===== src/rtl/mod_step_counter.sv =====
// rtl/mod_step_counter.sv - modulo up/down step counter with wrap or clamp, load and clear
module mod_step_counter #(
  parameter int COUNT       = 16,
  parameter int MAX_STEP    = 1,
  parameter int SATURATE    = 0,
  parameter int RESET_VALUE = 0,
  localparam int WIDTH      = ($clog2(COUNT) > 1) ? $clog2(COUNT) : 1,
  localparam int SW         = ($clog2(MAX_STEP + 1) > 1) ? $clog2(MAX_STEP + 1) : 1
) (
  input  logic             clock,
  input  logic             reset,
  input  logic             i_inc,
  input  logic             i_dec,
  input  logic [SW-1:0]    i_step,
  input  logic             i_clear,
  input  logic             i_load,
  input  logic [WIDTH-1:0] i_load_value,
  output logic [WIDTH-1:0] o_count,
  output logic             o_ovf,
  output logic             o_unf,
  output logic             o_load_err,
  output logic             o_at_max,
  output logic             o_at_min
);

  // One extra bit so count+step and count+COUNT never overflow.
  localparam int CW = WIDTH + 1;
  localparam logic [CW-1:0]    COUNT_C    = CW'(COUNT);
  localparam logic [CW-1:0]    MAX_STEP_C = CW'(MAX_STEP);
  localparam logic [WIDTH-1:0] TOP_W      = WIDTH'(COUNT - 1);
  localparam logic [WIDTH-1:0] RESET_W    = WIDTH'(RESET_VALUE);

  if (COUNT < 2) begin : g_bad_count
    $error("mod_step_counter: COUNT must be >= 2");
  end
  if (MAX_STEP < 1 || MAX_STEP > COUNT - 1) begin : g_bad_step
    $error("mod_step_counter: MAX_STEP must be in 1..COUNT-1");
  end
  if (SATURATE != 0 && SATURATE != 1) begin : g_bad_sat
    $error("mod_step_counter: SATURATE must be 0 or 1");
  end
  if (RESET_VALUE < 0 || RESET_VALUE > COUNT - 1) begin : g_bad_reset
    $error("mod_step_counter: RESET_VALUE must be in 0..COUNT-1");
  end

  logic [WIDTH-1:0] count_q;
  logic [WIDTH-1:0] count_d;
  logic             ovf_q, unf_q, err_q;
  logic             ovf_d, unf_d, err_d;
  logic [CW-1:0]    cur;
  logic [CW-1:0]    step_raw;
  logic [CW-1:0]    step_eff;
  logic [CW-1:0]    sum;
  logic [CW-1:0]    load_ext;

  // Next-state selection: clear beats load beats inc/dec; oversize steps clip to MAX_STEP.
  always_comb begin
    cur      = {1'b0, count_q};
    step_raw = CW'(i_step);
    step_eff = (step_raw > MAX_STEP_C) ? MAX_STEP_C : step_raw;
    sum      = cur + step_eff;
    load_ext = {1'b0, i_load_value};
    count_d  = count_q;
    ovf_d    = 1'b0;
    unf_d    = 1'b0;
    err_d    = 1'b0;
    if (i_clear) begin
      count_d = RESET_W;
    end else if (i_load) begin
      if (load_ext >= COUNT_C) begin
        count_d = TOP_W;
        err_d   = 1'b1;
      end else begin
        count_d = i_load_value;
      end
    end else if ((i_inc != i_dec) && (step_eff != '0)) begin
      if (i_inc) begin
        if (sum >= COUNT_C) begin
          ovf_d   = 1'b1;
          count_d = (SATURATE != 0) ? TOP_W : WIDTH'(sum - COUNT_C);
        end else begin
          count_d = sum[WIDTH-1:0];
        end
      end else begin
        if (cur >= step_eff) begin
          count_d = WIDTH'(cur - step_eff);
        end else begin
          unf_d   = 1'b1;
          count_d = (SATURATE != 0) ? '0 : WIDTH'(cur + COUNT_C - step_eff);
        end
      end
    end
  end

  // Count and pulse registers; reset clears pulses immediately without a clock.
  always_ff @(posedge clock or negedge reset) begin
    if (!reset) begin
      count_q <= RESET_W;
      ovf_q   <= 1'b0;
      unf_q   <= 1'b0;
      err_q   <= 1'b0;
    end else begin
      count_q <= count_d;
      ovf_q   <= ovf_d;
      unf_q   <= unf_d;
      err_q   <= err_d;
    end
  end

  assign o_count    = count_q;
  assign o_ovf      = ovf_q;
  assign o_unf      = unf_q;
  assign o_load_err = err_q;
  assign o_at_max   = (count_q == TOP_W);
  assign o_at_min   = (count_q == '0);

endmodule


===== config.mk =====
export PLATFORM = sky130hd
export DESIGN_NAME = mod_step_counter
export DESIGN_NICKNAME = d
export VERILOG_FILES = /design/src/rtl/mod_step_counter.sv
export SDC_FILE = /design/constraint.sdc
export NUM_CORES = 1
export LEC_CHECK = 0
export ABC_AREA = 1
export CAP_MARGIN = 15
export CORE_AREA = 5 5 42 44
export CTS_CLUSTER_SIZE = 25
export DETAILED_ROUTE_END_ITERATION = 7
export DIE_AREA = 0 0 47 49
export PLACE_DENSITY = 0.7
export RECOVER_POWER = 25
export SYNTH_ARGS = -nofsm -noshare
export SYNTH_HDL_FRONTEND = slang
export SYNTH_SLANG_ARGS = --single-unit

===== constraint.sdc =====
create_clock -name clock -period 1.5 [get_ports clock]
set_clock_uncertainty 0.1 [all_clocks]
set_input_delay 0.3 -clock clock [delete_from_list [all_inputs] [get_ports clock]]
set_output_delay 0.3 -clock clock [all_outputs]
set_load 0.05 [all_outputs]

==> flow_summary.json <==
{
  "worstPathMaxFanout": 4,
  "timing_hold_violations_final": 0,
  "synth_fp_nets": 86,
  "tritoncts": "done",
  "io_pins": 20,
  "powerDensity_nw_per_um2": 757,
  "cts.clk_slew.worst_paths_ns": 0.05,
  "maxCapViolCount": 0,
  "core_area_um2": 1400,
  "finalCritPeriodShare_pct": 107,
  "dieArea_um2": 2300,
  "wl_mm": 1.49,
  "grt_pass1_wl_mm": 2.32,
  "fin_nets": 120,
  "rows": 14,
  "clk_latency_ns": 0.26,
  "status": "finished, violations left",
  "layout_common_cells": "17 x nand2_1, 10 x buf_4, 9 x buf_12",
  "netlist_instances": 71,
  "fin_area_um2": 978,
  "critPathCaptureType": "primary output",
  "fmax_ghz": 0.621,
  "htree_levels": 1,
  "dp_hpwl_mm": 1.07,
  "pwr-share-comb_pct": 50.0,
  "holdWs_ns": 0.252,
  "cp.arrival_ns": 1.21,
  "first_pass_iters": 4,
  "grt_start_max_net_pins": 9,
  "setup-violations-final": 2,
  "area_growth_pct": 100,
  "grt_pass1_vias": 571,
  "antenna_cells": 0,
  "layout_commonest_cell": "nand2_1",
  "p_seq_share_pct": 26.2,
  "vias": 584,
  "track_usage_pct": 14.4,
  "gr-total-overflow": 0,
  "avgRoutedWirePerCell_um": 12.4,
  "post-route-min-period_ns": 1.61,
  "gp_congestion": 0.782,
  "place_inst": 111,
  "yosys.area_share.simple_pct": 42.7,
  "synth_compound_area_share_pct": 4.86,
  "synth_top_family_by_area": "simple AND/OR/NAND/NOR gates",
  "synth-seq-area-share_pct": 30.7,
  "viasPerCell": 4.87,
  "die_y_um": 49,
  "clock_path_buffers": 2,
  "cts_sinks": 6,
  "synth_cell_types": 19,
  "yosysWarnings": 0,
  "fillerInstances": 109,
  "yosys.area_share.xor_xnor_pct": 0,
  "die_w_um": 47,
  "p_sw_uw": 283,
  "cts_hold_buf": 0,
  "yosys.area_share.adder_pct": 10.2,
  "synth_area_per_cell_um2": 6.89,
  "p_int_uw": 458,
  "fin_ws_ns": -0.111,
  "drc": 0,
  "rsz0062_at_grt": "true",
  "drive_above_1_share_pct": 45.2,
  "cp.required_ns": 1.10,
  "drtIter0Drc": 7,
  "drtAntennaViolNets": 0,
  "total_leakage_power_nw": 0.486,
  "synth_area_um2": 489,
  "sw_frac_of_total_pct": 38.2,
  "final_core_util_pct": 69.8,
  "placed_cell_area_um2": 846,
  "final-max-slew-violation-count": 0,
  "cts_buffers": 3,
  "stdcell_count": 120,
  "synth-seq-cells": 6,
  "grt_antenna_before_repair": 0,
  "seqCellArea_um2": 155,
  "irDropWorstVdd_mv": 0.568,
  "hold_class": "primary input to asynchronous set/reset pin",
  "multi_input_area_um2": 364,
  "violations": "negative setup slack",
  "portBuffers": 18,
  "critical_path_class": "flop to primary output",
  "muxShareOfSynthArea_pct": 0,
  "p_clk_share_pct": 23.8,
  "cts_root_buf": "clkbuf_4",
  "worst_setup_path_start_kind": "flop",
  "start_util_pct": 34.9
}
[flip-flops by register name, indices dropped and copies added, names as in the netlist]
| register | flops |
|---|---|
| o_ovf | 1 |
| o_unf | 1 |
| o_count | 4 |
[synthesized netlist by cell type]
cell type | instances | share of area [%]
conb_1 | 1 | 0.77
nand4_1 | 1 | 1.3
buf_4 | 1 | 1.5
nor4_1 | 2 | 2.6
ha_1 | 4 | 10
inv_1 | 9 | 6.9
nand2_2 | 1 | 1.3
nor3_1 | 2 | 2.0
clkinv_1 | 1 | 0.77
o21ai_0 | 1 | 1.0
dfrtp_1 | 6 | 31
nand3_2 | 1 | 2.0
nand3_1 | 5 | 5.1
inv_2 | 2 | 1.5
nand2_1 | 21 | 16
nor2_1 | 5 | 3.8
o22ai_1 | 3 | 3.8
nor2_2 | 3 | 3.8
nand2_4 | 2 | 4.6
[final cells by class]
| type | count | share of cell area, % |
|---|---|---|
| timing repair buffer | 30 | 37.6 |
| multi-input combinational | 52 | 37.2 |
| inverter | 12 | 4.60 |
| tap | 16 | 2.05 |
| clock buffer | 4 | 2.69 |
| sequential | 6 | 15.9 |
[power by group through the flow]
| stage | clock (mW) | combinational [mW] | sequential [mW] |
|---|---|---|---|
| global route | 0.191 | 0.393 | 0.196 |
| global placement | 0 | 0.307 | 0.203 |
| detailed placement | 0 | 0.310 | 0.203 |
| CTS | 0.180 | 0.346 | 0.193 |
| finish | 0.176 | 0.371 | 0.194 |
| floorplan | 0 | 0.121 | 0.239 |
[per-layer routing]
| layer | track usage (%) | vias to the layer above | wire [um] |
|---|---|---|---|
| met5 | 0 | - | 0 |
| met4 | 8.29 | 0 | 22 |
| met3 | 4.43 | 3 | 75 |
| met2 | 24.4 | 12 | 800 |
| met1 | 14.6 | 275 | 592 |
| li1 | - | 294 | - |
[final timing paths]
check | start | end | slack (ns) | cells after the start
hold reg to reg | o_count[2] | o_count[2] | 0.48 | 2
min in group clock | i_inc | o_ovf | 0.37 | 3
hold / removal | reset | o_ovf | 0.25 | 1
setup / recovery | o_count[0] | o_at_max | -0.11 | 4
max in group asynchronous | reset | o_count[0] | 0.80 | 1
setup reg to reg | o_count[1] | o_unf | 0.01 | 6
[cell families (layout without fill, tap and decap cells)]
| logic type | count (synthesis) | count (layout) |
|---|---|---|
| AND/OR/NAND/NOR | 43 | 43 |
| buffers and inverters | 13 | 46 |
| flip-flops | 6 | 6 |
| adder cells (fa/ha/maj) | 4 | 4 |
| AO/OA/AOI/OAI | 4 | 4 |
| other | 1 | 1 |
[worst max-delay path, cell delays in order (launching register included)]
cell     delay [ns]
dfrtp_2        0.41
inv_2          0.06
buf_6          0.12
nor3_4         0.19
buf_12         0.16
[timing repair]
item / CTS / global route
pin swaps: 3 / 4
setup endpoints to repair: 4 / 6
endpoints found under the hold margin: 0 / 0
resized for setup: 4 / 11
setup buffers: 4 / 1
[per-stage QoR]
step / total power, mW / worst slack, ns / TNS [ns]
global route: 0.780 / -0.164 / -0.429
global placement: 0.510 / -0.279 / -1.15
floorplan: 0.360 / -0.123 / -0.462
CTS: 0.719 / -0.114 / -0.232
finish: 0.741 / -0.111 / -0.217
detailed placement: 0.514 / -0.316 / -1.31
Power figures use the tool's default switching activity.
